===== src/rtl/mem_join_pkg.sv =====
// Shared types and helpers for the memory request join unit.
// Contents:
//   state_t  - join FSM state encoding (IDLE, WAIT, ACK)
//   cnt_w()  - width of the WAIT timeout counter for a given cycle limit
package mem_join_pkg;

   typedef enum logic [1:0] {
      IDLE = 2'd0,
      WAIT = 2'd1,
      ACK  = 2'd2
   } state_t;

   localparam int unsigned TIMEOUT_CYC_DEF = 1024;

   // Counter width for a timeout of cyc WAIT cycles; it counts 0 .. cyc-1.
   function automatic int unsigned cnt_w(input int unsigned cyc);
      return (cyc < 2) ? 1 : $clog2(cyc);
   endfunction

endpackage


===== src/rtl/mem_join_chan.sv =====
// One channel of the memory request join unit: completion tracking, read data
// capture, bus strobe gating and CPU read data selection.
// Ports:
//   clk, rst         clock, asynchronous active-high reset
//   state            join FSM state from the top level
//   all_done         every channel done this cycle (selects zero-wait in IDLE)
//   tmo              timeout hit: force a still-pending channel done with zero data
//   rd, wr           CPU request strobes for this channel
//   bus_ready        bus completion level for this channel
//   bus_rdata        bus read data for this channel
//   done             channel inactive, already done, or completing this cycle
//   bus_rd, bus_wr   gated bus strobes
//   cpu_rdata        read data to the CPU (pass-through in IDLE, captured otherwise)
module mem_join_chan
   import mem_join_pkg::*;
#(
   parameter int unsigned DATA_W = 32
) (
   input  logic              clk,
   input  logic              rst,
   input  state_t            state,
   input  logic              all_done,
   input  logic              tmo,
   input  logic              rd,
   input  logic              wr,
   input  logic              bus_ready,
   input  logic [DATA_W-1:0] bus_rdata,
   output logic              done,
   output logic              bus_rd,
   output logic              bus_wr,
   output logic [DATA_W-1:0] cpu_rdata
);

   logic              done_r;
   logic [DATA_W-1:0] cap_r;
   logic              active;
   logic              cap_en;

   assign active = rd | wr;
   assign done   = ~active | done_r | bus_ready;

   // Capture enable, strobe gating and read data selection.
   always_comb begin
      cap_en    = 1'b0;
      bus_rd    = 1'b0;
      bus_wr    = 1'b0;
      cpu_rdata = cap_r;
      case (state)
         IDLE: begin
            // In a zero-wait access nothing is latched; data passes straight through.
            cap_en    = active & bus_ready & ~all_done;
            bus_rd    = rd;
            bus_wr    = wr;
            cpu_rdata = bus_rdata;
         end
         WAIT: begin
            cap_en = active & bus_ready & ~done_r;
            bus_rd = rd & ~done_r;
            bus_wr = wr & ~done_r;
         end
         default: ;
      endcase
      if (rst) begin
         bus_rd    = 1'b0;
         bus_wr    = 1'b0;
         cpu_rdata = '0;
      end
   end

   // Completion flag and capture register; a real ready wins over a timeout.
   always_ff @(posedge clk or posedge rst) begin
      if (rst) begin
         done_r <= 1'b0;
         cap_r  <= '0;
      end else if (state != IDLE && state != WAIT) begin
         done_r <= 1'b0;
      end else if (cap_en) begin
         done_r <= 1'b1;
         cap_r  <= bus_rdata;
      end else if (state == WAIT && tmo && !done) begin
         done_r <= 1'b1;
         cap_r  <= '0;
      end
   end

endmodule


===== src/rtl/mem_req_join.sv =====
// Stall/join unit between the CPU and the bus for NUM_CH parallel memory
// channels. Each channel is issued to the bus once per CPU access; the CPU is
// stalled until every requesting channel has completed.
// Optional feature macro: MEM_JOIN_TIMEOUT_EN (WAIT timeout with per-channel err_o).
// Ports:
//   clk_i, rst_i     clock, asynchronous active-high reset
//   mem_ready_o      CPU may advance (0 = stall)
//   cpu_rd_i/wr_i    per-channel requests, held while stalled
//   cpu_addr_i       per-channel address, passed to bus_addr_o
//   cpu_wdata_i      per-channel write data, passed to bus_wdata_o
//   cpu_rdata_o      per-channel read data to the CPU
//   bus_rd_o/wr_o    per-channel bus strobes
//   bus_rdata_i      per-channel bus read data
//   bus_ready_i      per-channel completion level
//   err_o            per-channel timeout flag (ACK cycle only)
module mem_req_join
   import mem_join_pkg::*;
#(
   parameter int unsigned NUM_CH      = 2,
   parameter int unsigned ADDR_W      = 32,
   parameter int unsigned DATA_W      = 32,
   parameter int unsigned TIMEOUT_CYC = TIMEOUT_CYC_DEF
) (
   input  logic                     clk_i,
   input  logic                     rst_i,
   output logic                     mem_ready_o,
   input  logic [NUM_CH-1:0]        cpu_rd_i,
   input  logic [NUM_CH-1:0]        cpu_wr_i,
   input  logic [NUM_CH*ADDR_W-1:0] cpu_addr_i,
   input  logic [NUM_CH*DATA_W-1:0] cpu_wdata_i,
   output logic [NUM_CH*DATA_W-1:0] cpu_rdata_o,
   output logic [NUM_CH-1:0]        bus_rd_o,
   output logic [NUM_CH-1:0]        bus_wr_o,
   output logic [NUM_CH*ADDR_W-1:0] bus_addr_o,
   output logic [NUM_CH*DATA_W-1:0] bus_wdata_o,
   input  logic [NUM_CH*DATA_W-1:0] bus_rdata_i,
   input  logic [NUM_CH-1:0]        bus_ready_i,
   output logic [NUM_CH-1:0]        err_o
);

   // Elaboration-time parameter checks.
   if (NUM_CH < 1 || NUM_CH > 8) begin : g_bad_num_ch
      $error("mem_req_join: NUM_CH must be 1..8");
   end
   if (TIMEOUT_CYC < 2) begin : g_bad_timeout
      $error("mem_req_join: TIMEOUT_CYC must be >= 2");
   end

   state_t            state_q;
   state_t            state_d;
   logic [NUM_CH-1:0] done_vec;
   logic              all_done;
   logic              tmo_hit;
   logic              mem_ready;

   assign all_done    = &done_vec;
   assign bus_addr_o  = cpu_addr_i;
   assign bus_wdata_o = cpu_wdata_i;

   for (genvar i = 0; i < NUM_CH; i++) begin : g_ch
      mem_join_chan #(
         .DATA_W (DATA_W)
      ) u_chan (
         .clk       (clk_i),
         .rst       (rst_i),
         .state     (state_q),
         .all_done  (all_done),
         .tmo       (tmo_hit),
         .rd        (cpu_rd_i[i]),
         .wr        (cpu_wr_i[i]),
         .bus_ready (bus_ready_i[i]),
         .bus_rdata (bus_rdata_i[i*DATA_W +: DATA_W]),
         .done      (done_vec[i]),
         .bus_rd    (bus_rd_o[i]),
         .bus_wr    (bus_wr_o[i]),
         .cpu_rdata (cpu_rdata_o[i*DATA_W +: DATA_W])
      );
   end

`ifdef MEM_JOIN_TIMEOUT_EN
   localparam int unsigned CNT_W = cnt_w(TIMEOUT_CYC);

   logic [CNT_W-1:0]  tmo_cnt;
   logic [NUM_CH-1:0] err_r;

   // Counter holds 0 outside WAIT, so it is clear on every WAIT entry.
   assign tmo_hit = (state_q == WAIT) && !all_done &&
                    (tmo_cnt == CNT_W'(TIMEOUT_CYC - 1));
   assign err_o   = err_r;

   always_ff @(posedge clk_i or posedge rst_i) begin
      if (rst_i) begin
         tmo_cnt <= '0;
         err_r   <= '0;
      end else begin
         tmo_cnt <= (state_q == WAIT) ? tmo_cnt + CNT_W'(1) : '0;
         // Flags the channels forced done; visible for the following ACK cycle only.
         err_r   <= tmo_hit ? ~done_vec : '0;
      end
   end
`else
   assign tmo_hit = 1'b0;
   assign err_o   = '0;
`endif

   // Join FSM state register.
   always_ff @(posedge clk_i or posedge rst_i) begin
      if (rst_i) state_q <= IDLE;
      else       state_q <= state_d;
   end

   // Join FSM next state and stall output.
   always_comb begin
      state_d   = state_q;
      mem_ready = 1'b0;
      case (state_q)
         IDLE: begin
            mem_ready = all_done;
            if (!all_done) state_d = WAIT;
         end
         WAIT: begin
            if (all_done || tmo_hit) state_d = ACK;
         end
         ACK: begin
            mem_ready = 1'b1;
            state_d   = IDLE;
         end
         default: state_d = IDLE;
      endcase
   end

   assign mem_ready_o = mem_ready & ~rst_i;

endmodule

===== config.mk =====
export PLATFORM = sky130hd
export DESIGN_NAME = mem_req_join
export DESIGN_NICKNAME = d
export VERILOG_FILES = /design/src/rtl/mem_join_pkg.sv /design/src/rtl/mem_join_chan.sv /design/src/rtl/mem_req_join.sv
export SDC_FILE = /design/constraint.sdc
export NUM_CORES = 1
export LEC_CHECK = 0
export CAP_MARGIN = 20
export CELL_PAD_IN_SITES_DETAIL_PLACEMENT = 1
export CELL_PAD_IN_SITES_GLOBAL_PLACEMENT = 2
export CORE_ASPECT_RATIO = 1.75
export CORE_MARGIN = 5
export CORE_UTILIZATION = 15
export DETAILED_ROUTE_END_ITERATION = 10
export PLACE_DENSITY_LB_ADDON = 0.15
export SYNTH_ARGS = -nofsm -noshare
export SYNTH_HDL_FRONTEND = slang
export SYNTH_HIERARCHICAL = 1
export SYNTH_SLANG_ARGS = --single-unit
export TNS_END_PERCENT = 20

===== constraint.sdc =====
create_clock -name clk_i -period 1.65 [get_ports clk_i]
set_input_delay 0.33 -clock clk_i [delete_from_list [all_inputs] [get_ports clk_i]]
set_output_delay 0.33 -clock clk_i [all_outputs]
set_load 0.1 [all_outputs]

* After elaboration in Yosys (flattened, before gate mapping)
Cells that the tools add are included.
** Operators by class
- Eq/ne operators :: 5
- Muxes and demuxes :: 22
- Bitwise logic cells :: 24
- Reduce and logical (&&, ||, !) cells :: 9
** Operators with widths (count)
- $mux 32 :: 4
- $pmux 1 s2 :: 7
- $and 1x1->1 :: 11
- $mux 1 :: 8
- $reduce_and 2->1 :: 4
- $not 1->1 :: 7
- $or 1x1->1 :: 6
- $reduce_bool 2->1 :: 3
- $mux 2 :: 2
- $ne 2x1->1 const B :: 2
- $pmux 2 s2 :: 1
- $eq 2x1->1 const B :: 1
- $eq 2x2->1 const B :: 1
- $logic_not 2->1 :: 1
- $ne 2x2->1 const B :: 1
- $logic_and 1x1->1 :: 1
** Word-level totals
- Register bits :: 68
- Bits of input ports :: 200
- Output and inout port bits :: 199

* Depth between registers and ports, before layout
- Depth in word-level cells :: 10
- Depth in mapped cells :: 7
- Mapped depth without buffers :: 6

* Hierarchy
The synthesis kept the hierarchy.
** Modules (own cells, without submodules)
- mem_join_chan :: times used 2, cells an instance 232, area an instance 1938.1 µm², seq. area each 825.8 µm²
- mem_req_join :: times used 1, cells an instance 138, area an instance 1061.0 µm², seq. area each 50.0 µm²

* Worst setup path before layout
No wires, ideal clock.
- Path type :: flip-flop to output port
- Start :: reg g_ch[0].u_chan.done_r
- End :: out mem_ready_o
- Arrival :: 2646 ps
- Slack :: -1326 ps
- Cell stages (with the launch flop) :: 5
- Path buffers :: 0
- Path through :: dfrtp_1 -> nor2_1 -> o21ai_1 -> a21oi_1 -> nor3_1
** Between the ends
- Longest elaborated chain between the ends :: 5
** Ends and longest elaborated chain
- start: declaration :: line mem_join_chan.sv:34 : logic done_r;
- start signal: assignment :: line mem_join_chan.sv:73 : done_r <= 1'b0;
- start signal: assignment :: line mem_join_chan.sv:76 : done_r <= 1'b0;
- start signal: assignment :: line mem_join_chan.sv:78 : done_r <= 1'b1;
- $or 1x1->1 (2 in series) :: line mem_join_chan.sv:40 : assign done = ~active | done_r | bus_ready;
- named net done_vec[0] :: line mem_req_join.sv:51 : logic [NUM_CH-1:0] done_vec;
- $reduce_and 2->1 :: line mem_req_join.sv:56 : assign all_done = &done_vec;
- $pmux 1 s2 :: line mem_req_join.sv:116 : case (state_q)
- $and 1x1->1 :: line mem_req_join.sv:132 : assign mem_ready_o = mem_ready & ~rst_i;
- end: declaration :: line mem_req_join.sv:26 : output logic mem_ready_o,
The timed path passes the listed nets, and every way through them passes these cells.

* Worst setup path in the final report
- Start :: reg state_q[0]
- End :: out cpu_rdata_o[51]
** Between the ends
- Longest elaborated chain between the ends :: 3
** Ends and longest elaborated chain
- start: declaration :: line mem_req_join.sv:49 : state_t state_q;
- start signal: assignment :: line mem_req_join.sv:109 : else state_q <= state_d;
- $logic_not 2->1 :: line mem_join_chan.sv:48 : case (state)
- $mux 32 :: line mem_join_chan.sv:48
- $mux 32 :: line mem_join_chan.sv:63 : if (rst) begin
- end: declaration :: line mem_req_join.sv:31 : output logic [NUM_CH*DATA_W-1:0] cpu_rdata_o,
No other way between the ends.

==> insert_results.sql <==
INSERT INTO impl_metrics (metric_group, metric, value, unit) VALUES
('outcome', 'status', 'finished with violations', ''),
('outcome', 'failing_checks', 'negative setup slack', ''),
('clocking', 'ctsHtreeMaxLevel', '3', ''),
('clocking', 'worstSkewPairLatency', '0.34', 'ns'),
('sta', 'fin_crit_sh', '124.0', '%'),
('placed_design', 'place_inst', '1029', ''),
('global_route', 'grt_first_pass_wirelength', '28640', 'um'),
('global_route', 'antenna_found_initial', '0', ''),
('critical_path', 'critical_path.cell_chain', 'nor2_4, buf_12, clkbuf_16, nand2_1, a21oi_2, buf_12', ''),
('clocking', 'cts-root-to-sink-buffers', '2', ''),
('clocking', 'tritoncts', 'done', ''),
('finish', 'final-instance-count-excl-fill', '1051', ''),
('floorplan', 'die_y', '250', 'um'),
('placed_design', 'detailed_place_hpwl', '13520', 'um'),
('floorplan', 'design.core.area', '32810', 'um2'),
('pwr', 'seq_power_share', '17.3', '%'),
('clocking', 'cts_root_buf', 'clkbuf_16', ''),
('finish', 'final_core_util', '23.92', '%'),
('route', 'detail_route.first_pass.iterations', '4', ''),
('pwr', 'max-vdd-ir-drop', '0.0008826', 'V'),
('placed_design', 'number_of_i_o_port_buffers', '140', ''),
('floorplan', 'die_w', '147.1', 'um'),
('finish', 'antenna_cells_inserted', '0', ''),
('finish', 'final_nets', '841', ''),
('synthesis', 'ys_ff_latch', '68', ''),
('sta', 'fmax', '0.4888', 'GHz'),
('sta', 'setup_slack', '-0.3960', 'ns'),
('sta', 'setup_viol_count_final', '92', ''),
('pwr', 'power_switching', '8.584', 'mW'),
('synthesis', 'synth_warnings', '6', ''),
('synthesis', 'synth_cells', '602', ''),
('worst_hold_path', 'holdCritPathClass', 'input port to async pin', ''),
('pwr', 'power_report.internal_total', '8.271', 'mW'),
('route', 'routed_via_density', '4.038', ''),
('global_route', 'grt_start_max_net_pins', '34', ''),
('route', 'detail_route.wirelength', '18700', 'um'),
('critical_path', 'crit_top_cell', 'buf_12', ''),
('pwr', 'switching_share', '50.93', '%'),
('floorplan', 'std_cell_rows', '88', ''),
('floorplan', 'starting_density_of_the_core', '15.05', '%'),
('sta', 'report.final.hold_viol_count', '0', ''),
('route', 'route.detailed.drc', '0', ''),
('placed_design', 'detailed_place.area', '6992', 'um2'),
('sta', 'finalCriticalPeriod', '2.046', 'ns'),
('route', 'routed-via-count', '4244', ''),
('clocking', 'tritoncts.num_buffers', '9', ''),
('floorplan', 'design.die.area', '36790', 'um2'),
('critical_path', 'criticalPathCategory', 'flop to output pin', ''),
('global_route', 'grtUsageTotal', '9.867', '%'),
('route', 'drt_iter0_drc', '86', ''),
('floorplan', 'ioPinCount', '399', ''),
('route', 'wire_per_inst', '17.79', 'um'),
('pwr', 'power.static_leakage', '3.104', 'nW'),
('global_route', 'grt_remaining_overflow', '0', ''),
('critical_path', 'worst_ep_required_time', '1.32', 'ns'),
('critical_path', 'slowest_delay', '0.45', 'ns'),
('route', 'antenna_left', '0', ''),
('critical_path', 'startpoint_type', 'flop', ''),
('pwr', 'p_per_area', '2148', 'nW/um2'),
('sta', 'final.setup_skew', '0.007810', 'ns'),
('synthesis', 'syn_area', '4937', 'um2'),
('finish', 'fin_area', '7849', 'um2'),
('clocking', 'clk_transition_reported_paths', '0.06', 'ns'),
('critical_path', 'worst-path-max-fanout', '7', ''),
('synthesis', 'synth-seq-area-share', '34.47', '%'),
('synthesis', 'syn_area_per_cell', '8.201', 'um2'),
('pwr', 'power.share.clock', '11.4', '%'),
('global_route', 'first_global_vias', '4994', ''),
('pwr', 'logic_pwr_share', '71.2', '%'),
('finish', 'area_growth_syn_to_layout', '58.97', '%'),
('critical_path', 'cp-end-kind', 'output pin', ''),
('sta', 'slew_headroom', '16.50', '%'),
('finish', 'drive_above_1_share', '41.64', '%'),
('synthesis', 'post_synth_num_cell_types', '25', ''),
('placed_design', 'routabilityCongestion', '0.6873', ''),
('clocking', 'cts_num_sinks', '68', ''),
('critical_path', 'cp_data_arrival_time', '1.72', 'ns'),
('sta', 'tightestPinTransition', '1.252', 'ns'),
('sta', 'timing_max_transition_violations_final', '0', ''),
('critical_path', 'slowest_stage', 'dfrtp_2', ''),
('sta', 'rsz_0062_raised_after_global_routing', 'yes', ''),
('job', 'maxCapViolations', '0', '');
[metal layers]
| layer | GRT usage, % | share of wire [%] | up-vias |
|---|---|---|---|
| li1 | - | - | 1933 |
| met1 | 10.36 | 38 | 2081 |
| met2 | 17.32 | 52 | 202 |
| met3 | 4.487 | 8.4 | 24 |
| met4 | 3.039 | 1.2 | 4 |
| met5 | 2.162 | 0.42 | - |
[worst max-delay path, delay by kind of cell (launching register included)]
kind / cells / cell delay (ns)
compound gates: 1 / 0.18
buf+inv: 3 / 0.52
flops: 1 / 0.45
simple gates: 2 / 0.22
[cell usage in the layout (no fill, tap or decap), types with 2 or more instances in the layout]
master           synthesis  layout
nand2_1                130      96
buf_12                   0      80
clkdlybuf4s50_1          0      70
dfrtp_1                 68      66
and2_1                  64      63
a31o_1                  60      60
a21oi_2                  0      41
buf_4                  130      40
nand2_2                  0      31
a21oi_4                  0      26
clkbuf_16                0      11
conb_1                   1       4
buf_6                    2       4
and3_4                   0       4
a31o_2                   4       4
inv_1                    5       3
clkinv_2                 0       3
o21ai_0                  4       3
nor2_1                   6       3
nand2_4                  0       3
and2_4                   1       2
a21oi_1                 69       2
nand2b_4                 2       2
nor2_2                   0       2
o21ai_2                  0       2
or3_1                    2       2
a21o_2                   2       2
a211oi_4                 0       2
dfrtp_2                  0       2
[area by class of cell]
class / count / area, um2
clock buffers: 11 / 242.7
multi-input cells: 360 / 2616
fillers: 3714 / 24960
repair buffers: 197 / 2708
flip-flops and latches: 68 / 1704
clock inverters: 5 / 52.55
well taps: 405 / 506.7
inverters: 5 / 18.77
[cell families after synthesis]
| group | Yosys count | synth area share [%] |
|---|---|---|
| buffers and inverters | 177 | 25.16 |
| flip-flops | 68 | 34.47 |
| AND/OR/NAND/NOR | 213 | 20.48 |
| other | 1 | 0.07595 |
| AO/OA/AOI/OAI | 143 | 19.82 |
[power groups by stage]
| stage | combinational (mW) | clock (mW) | sequential (mW) |
|---|---|---|---|
| after detailed placement | 11.0 | 0 | 2.88 |
| final | 12.0 | 1.93 | 2.92 |
| after global routing | 12.7 | 2.10 | 3.01 |
| after floorplan | 8.30 | 0 | 2.79 |
| after CTS | 11.5 | 2.05 | 2.90 |
| after global placement | 10.9 | 0 | 2.86 |
[Yosys cell counts]
library cell	instances	area share, %
a31o_2	4	0.71
o21ai_1	2	0.20
and3b_1	1	0.18
and3_1	4	0.51
or2_2	2	0.25
dfrtp_1	68	34
and2_1	64	8.1
buf_8	6	1.8
nor3_1	1	0.10
conb_1	1	0.076
a31o_1	60	11
or3_1	2	0.25
buf_4	130	20
nand2_1	130	9.9
a211oi_2	2	0.51
nand2b_4	2	0.56
o21ai_0	4	0.41
buf_6	2	0.46
clkbuf_1	28	2.1
buf_2	6	0.61
inv_1	5	0.38
and2_4	1	0.18
nor2_1	6	0.46
a21o_2	2	0.35
a21oi_1	69	7.0
[state kept, by name, summed over array words and instances, names as in the netlist]
register / cells
g_ch.u_chan/cap_r: 64
g_ch.u_chan/done_r: 2
state_q: 2
[stage by stage]
stage	TNS [ns]	power [mW]	hold WS (ns)	worst slack [ns]
4_1_cts	-27.40	16.44	0.2715	-0.4347
2_1_floorplan	-69.55	11.09	0.07122	-1.216
3_3_place_gp	-27.37	13.76	0.3246	-0.3874
5_1_grt	-35.20	17.80	0.3240	-0.4810
6_report	-24.34	16.86	0.2732	-0.3960
3_5_place_dp	-28.56	13.87	0.3340	-0.4033
[repair_timing]
action                                  4_1_cts  5_1_grt
hold buffers                                  1        0
endpoints found under the setup margin      109      133
gates cloned                                  0        3
gates resized for setup                      75       45
setup buffers                                 1        1
pin swaps                                     2        9
endpoints found under the hold margin         2        0
[worst paths after layout]
kind,start,slack (ns),depth (start not counted),end
hold / removal,rst_i,0.27,3,g_ch[1].u_chan/done_r
setup / recovery,state_q[0],-0.40,6,cpu_rdata_o[51]
hold reg to reg,g_ch[0].u_chan/cap_r[23],0.50,1,g_ch[0].u_chan/cap_r[23]
max in group asynchronous,rst_i,0.87,4,g_ch[0].u_chan/cap_r[15]
setup reg to reg,state_q[1],-0.02,6,g_ch[0].u_chan/cap_r[26]
min in group clk_i,g_ch[0].u_chan/cap_r[23],0.50,1,g_ch[0].u_chan/cap_r[23]
Power figures use the tool's default switching activity.
